--- config.mk ---
export PLATFORM = sky130hd
export DESIGN_NAME = fetch_queue
export DESIGN_NICKNAME = d
export VERILOG_FILES = /design/src/rtl/fetch_queue.sv
export SDC_FILE = /design/constraint.sdc
export NUM_CORES = 1
export LEC_CHECK = 0
export CORE_MARGIN = 2
export CORE_UTILIZATION = 52
export CTS_CLUSTER_DIAMETER = 200
export DETAILED_ROUTE_END_ITERATION = 16
export PLACE_DENSITY = 0.86
export SLEW_MARGIN = 20
export SYNTH_ARGS = -nofsm -noshare
export SYNTH_HDL_FRONTEND = slang
export SYNTH_SLANG_ARGS = --single-unit
--- constraint.sdc ---
create_clock -name clk -period 10 [get_ports clk]
set_clock_uncertainty 0.15 [all_clocks]
set_input_delay 3 -clock clk [delete_from_list [all_inputs] [get_ports clk]]
set_output_delay 3 -clock clk [all_outputs]
set_load 0.03 [all_outputs]
--- src/rtl/fetch_queue.sv ---
// fetch_queue
// -----------
// Instruction fetch sequencer. Owns the fetch PC, addresses a combinational
// instruction memory, and buffers fetched {pc, instr} pairs in a small FIFO
// that feeds decode over a valid/ready handshake. A redirect flushes the FIFO
// and restarts fetch at the target. Halt stops new fetches while the FIFO
// keeps draining.
//
// Ports:
//   clk            rising-edge clock
//   reset_n        synchronous active-low reset
//   imem_addr      word address into instruction memory (fetch_pc[ADDR_WIDTH+1:2])
//   imem_rd        instruction word returned combinationally for imem_addr
//   halt           block new fetches
//   redirect_valid flush FIFO and restart at redirect_pc
//   redirect_pc    redirect target (bits [1:0] ignored)
//   out_valid      head entry is valid
//   out_ready      decode accepts the head this cycle
//   out_instr      head instruction word
//   out_pc         PC of the head instruction
//   count          FIFO occupancy
module fetch_queue #(
    parameter int              XLEN       = 32,
    parameter int              ADDR_WIDTH = 8,
    parameter int              DEPTH      = 2,
    parameter logic [XLEN-1:0] RESET_PC   = '0
) (
    input  logic                     clk,
    input  logic                     reset_n,
    output logic [ADDR_WIDTH-1:0]    imem_addr,
    input  logic [31:0]              imem_rd,
    input  logic                     halt,
    input  logic                     redirect_valid,
    input  logic [XLEN-1:0]          redirect_pc,
    output logic                     out_valid,
    input  logic                     out_ready,
    output logic [31:0]              out_instr,
    output logic [XLEN-1:0]          out_pc,
    output logic [$clog2(DEPTH):0]   count
);

    localparam int PTR_W = $clog2(DEPTH);
    localparam int CNT_W = PTR_W + 1;

    logic [XLEN-1:0]  fetch_pc_reg, fetch_pc_next;
    logic [PTR_W-1:0] rd_ptr_reg, rd_ptr_next;
    logic [PTR_W-1:0] wr_ptr_reg, wr_ptr_next;
    logic [CNT_W-1:0] count_reg, count_next;

    logic [XLEN-1:0]  pc_mem    [DEPTH];
    logic [31:0]      instr_mem [DEPTH];

    logic             push;
    logic             pop;
    logic [XLEN-1:0]  redirect_target;

    // Masking (rather than slicing) keeps every redirect_pc bit in use.
    assign redirect_target = redirect_pc & ~XLEN'(3);

    assign out_valid = (count_reg != '0);
    assign pop       = out_valid & out_ready & ~redirect_valid;
    // A full FIFO may still accept a push when the head leaves the same cycle.
    assign push      = ~halt & ~redirect_valid &
                       ((count_reg < CNT_W'(DEPTH)) | pop);

    assign imem_addr = fetch_pc_reg[ADDR_WIDTH+1:2];
    assign out_instr = instr_mem[rd_ptr_reg];
    assign out_pc    = pc_mem[rd_ptr_reg];
    assign count     = count_reg;

    always_comb begin
        fetch_pc_next = fetch_pc_reg;
        rd_ptr_next   = rd_ptr_reg;
        wr_ptr_next   = wr_ptr_reg;
        count_next    = count_reg;
        if (redirect_valid) begin
            fetch_pc_next = redirect_target;
            rd_ptr_next   = '0;
            wr_ptr_next   = '0;
            count_next    = '0;
        end else begin
            if (push) begin
                fetch_pc_next = fetch_pc_reg + XLEN'(4);
                wr_ptr_next   = wr_ptr_reg + PTR_W'(1);
            end
            if (pop) begin
                rd_ptr_next = rd_ptr_reg + PTR_W'(1);
            end
            if (push && !pop) begin
                count_next = count_reg + CNT_W'(1);
            end else if (pop && !push) begin
                count_next = count_reg - CNT_W'(1);
            end
        end
    end

    always_ff @(posedge clk) begin
        if (!reset_n) begin
            fetch_pc_reg <= RESET_PC;
            rd_ptr_reg   <= '0;
            wr_ptr_reg   <= '0;
            count_reg    <= '0;
        end else begin
            fetch_pc_reg <= fetch_pc_next;
            rd_ptr_reg   <= rd_ptr_next;
            wr_ptr_reg   <= wr_ptr_next;
            count_reg    <= count_next;
        end
    end

    // Storage is cleared on reset so the head reads as zero afterwards.
    generate
        for (genvar gi = 0; gi < DEPTH; gi++) begin : g_entry
            always_ff @(posedge clk) begin
                if (!reset_n) begin
                    pc_mem[gi]    <= '0;
                    instr_mem[gi] <= '0;
                end else if (push && (wr_ptr_reg == PTR_W'(gi))) begin
                    pc_mem[gi]    <= fetch_pc_reg;
                    instr_mem[gi] <= imem_rd;
                end
            end
        end
    endgenerate

endmodule

==> impl_table.tex <==
\begin{tabular}{lr}
\hline
Metric & Value \\
\hline
\multicolumn{2}{l}{\textbf{Run status}} \\
Outcome & finished, final reports clean \\
\multicolumn{2}{l}{\textbf{Synthesis}} \\
Count of state elements after synthesis & 159 \\
Number of warnings printed during yosys synthesis & 0 \\
Leading register cell type out of synthesis & edfxtp\_1 \\
Share of synthesized flip-flops with an asynchronous set or reset & 0 \\
Number of synthesized flops with an enable pin & 124 \\
Number of distinct standard cells referenced by the synthesized netlist & 39 \\
Sequential fraction of the synthesis area & 0.6079 \\
Cell Area, Synth & 0.007278 sq mm \\
Gate count after technology mapping & 572 \\
Synthesized area divided by synthesized cell count & 12.72 sq um \\
\multicolumn{2}{l}{\textbf{Final layout}} \\
P\&R area growth vs syn & 29.07\% \\
Number of antenna cells inserted & 0 \\
Highest-count cells in the layout ignoring fill and taps & clkdlybuf4s50\_1, and2\_1, edfxtp\_1, mux2\_2, dfxtp\_1 \\
Largest register FFs & 64 \\
Most common library cell in the layout ignoring fill and taps & clkdlybuf4s50\_1 \\
Design area & 0.009394 sq mm \\
Layout filler cell count & 1,003 \\
Share of final-layout standard cells stronger than drive strength 1 & 0.1537 \\
Post-layout net count & 767 \\
\multicolumn{2}{l}{\textbf{Clocking}} \\
Post-cts gate resize count & 0 \\
Count of hold buffers inserted by post-cts repair & 0 \\
Num Clock Sinks & 159 \\
TritonCTS clock tree & built \\
Buffers inserted during post-CTS setup optimization & 0 \\
Maximum level of the CTS H-tree & 4 \\
Total CTS buffers & 17 \\
Clock transition at path regs & 60 ps \\
Clock tree buffer depth & 2 \\
Library cell used as clock root buffer & clkbuf\_16 \\
Clock insertion delay at the later pin of the skew report & 420 ps \\
\multicolumn{2}{l}{\textbf{Setup path}} \\
Kind of critical path & reg2out \\
Standard cell with the maximum stage delay on the critical path & buf\_4 \\
Count of buffer and inverter cells on the critical path & 2 \\
Delay of the slowest cell on the worst path & 630 ps \\
Largest delay contributor family on the critical path & buffers and inverters \\
Nature of the critical path startpoint & register \\
Critical Path Sink Type & primary output \\
WP data arrival & 2470 ps \\
CP Cell Sequence & buf\_4 -> mux2\_2 -> clkdlybuf4s50\_1 \\
Required time reported for the critical path endpoint & 6850 ps \\
Worst-path maximum fanout & 62 \\
\multicolumn{2}{l}{\textbf{Placement}} \\
Placement Cell Area & 0.008793 sq mm \\
I/O Buffers & 139 \\
Dpl hpwl & 9729 um \\
Weighted congestion at the end of routability-driven global placement & 0.8248 \\
Placement Setup Slack & 3994 ps \\
\multicolumn{2}{l}{\textbf{STA}} \\
Maximum achievable frequency & 177.9 MHz \\
Max-slew headroom & 0.3396 \\
Period Utilization, post-route & 0.5620 \\
Unrepaired setup endpoints after global routing & no \\
Final worst path period need & 5620 ps \\
Final setup violation count & 0 \\
Final Hold Violating Endpoints & 0 \\
Max-slew violation count & 0 \\
Post-route setup slack & 4380 ps \\
Total negative slack for setup checks & 0 ps \\
Tightest Pin Transition & 988.5 ps \\
\multicolumn{2}{l}{\textbf{Global route}} \\
GRT met2 Usage & 0.3701 \\
Pin count of the biggest net entering global routing & 63 \\
Vias in the first global route & 4,984 \\
All-layer global routing usage & 0.2145 \\
Sum of overflow across all layers after global routing & 0 \\
Met3 track demand over resource in global routing & 0.04926 \\
Initial antenna violation count & 0 \\
Top Usage Layer GRT & met2 \\
GRT met1 Usage & 0.2570 \\
Global-route wire length before repair & 24,250 um \\
\multicolumn{2}{l}{\textbf{Pwr}} \\
Peak supply drop & 108.2 uV \\
Power per Cell Area & 172.9 mW/mm\^{}2 \\
Static leakage power & 0.003440 uW \\
\multicolumn{2}{l}{\textbf{Floorplan}} \\
Vertical die dimension & 122.3 um \\
Number of rows in the core area & 43 \\
Die W & 122.3 um \\
Area of the die & 0.01496 sq mm \\
Initial core utilization & 0.5284 \\
Total core area & 0.01377 sq mm \\
Boundary pin count & 144 \\
\multicolumn{2}{l}{\textbf{Route}} \\
Vias per cell & 5.363 \\
Final antenna-violating net count & 0 \\
Routed length per placed instance & 17.30 um \\
Final Routed Wirelength & 15,380 um \\
First drt pass iteration count & 4 \\
Number of design rule violations left after detail routing & 0 \\
DRT iter0 DRCs & 353 \\
Via count of the routed design & 4,768 \\
\multicolumn{2}{l}{\textbf{Run}} \\
Max cap viols & 0 \\
\multicolumn{2}{l}{\textbf{Min path}} \\
Type of the most critical hold path & reg2reg \\
\hline
\end{tabular}
[report_power, final]
part           leakage, uW  switching, uW  total (uW)  internal (uW)
Combinational      0.00156            103         192           88.9
Clock             0.000286            243         661            417
Sequential         0.00159           21.5         771            750
[metrics by stage]
stage                     power (uW)  utilization  std cells  hold WS, ps
after floorplan                891.6            -        573        322.5
after detailed placement       977.6       0.6384        857        345.6
after CTS                       1635       0.6824        889        363.5
final                           1624       0.6820        889        369.2
after global routing            1680       0.6820        889        391.3
after global placement         969.6       0.6355        855        338.3
[synth_stat cells, types with 2 or more instances]
master,instances,area (sq um)
or2_2,2,12.51
mux2i_1,2,20.02
a21oi_1,23,115.1
and3_1,3,18.77
nand4_1,13,81.33
nand2_1,20,75.07
o21ai_0,31,155.2
xnor2_1,10,87.58
and2_1,128,800.8
mux2_2,62,698.2
nand2b_1,2,12.51
ha_1,2,25.02
nor2b_1,2,12.51
edfxtp_1,124,3724
nand3_1,15,75.07
clkbuf_1,29,108.9
nor3_1,3,15.01
dfxtp_1,35,700.7
inv_1,2,7.510
nor2_2,2,12.51
buf_4,11,82.58
nor4_4,2,42.54
nor2_1,11,41.29
xor2_1,22,192.7
o211a_1,2,20.02
[worst reg2reg max path: stages, from the launching register on]
cell     delay (ps)
dfxtp_1         390
nor2b_1         810
or2_2           330
nor2_1           80
nand2_1         120
nand2_2          50
buf_4           360
[area by class of cell]
class	instances	area (sq um)	area share
sequential	159	4425	0.4711
multi-input combinational	371	2674	0.2846
timing repair buffer	145	1456	0.1550
clock buffer	22	444.2	0.04728
tap	180	225.2	0.02397
clock inverter	10	161.4	0.01718
inverter	2	7.507	0.0007991
[layer usage]
metal,routed length [um],part of all wire
met1,6343,0.41
met2,7871,0.51
met3,854,0.056
met4,311,0.020
met5,0,0
[logic make-up (layout without fill, tap and decap cells)]
kind of cell	count (synthesis)	after routing	synth area share
buffers and inverters	43	179	0.02888
muxes	64	64	0.09868
and+or+nand+nor	211	211	0.1779
DFF	159	159	0.6079
other	1	2	0.0005152
adders and majority gates	2	2	0.003438
xor gates and xnor gates	32	32	0.03851
AOI/OAI and AO/OA	60	60	0.04418
[path summary, 6_finish.rpt]
path	startpoint	end	slack (ps)	cells after the start
setup / recovery	register	out_pc[30]	4380	3
hold / removal	rd_ptr_reg	register	370	2
setup reg to reg	count[1]	instr_mem[1][30]	7270	6
hold reg to reg	rd_ptr_reg	register	370	2
Power figures use the tool's default switching activity.
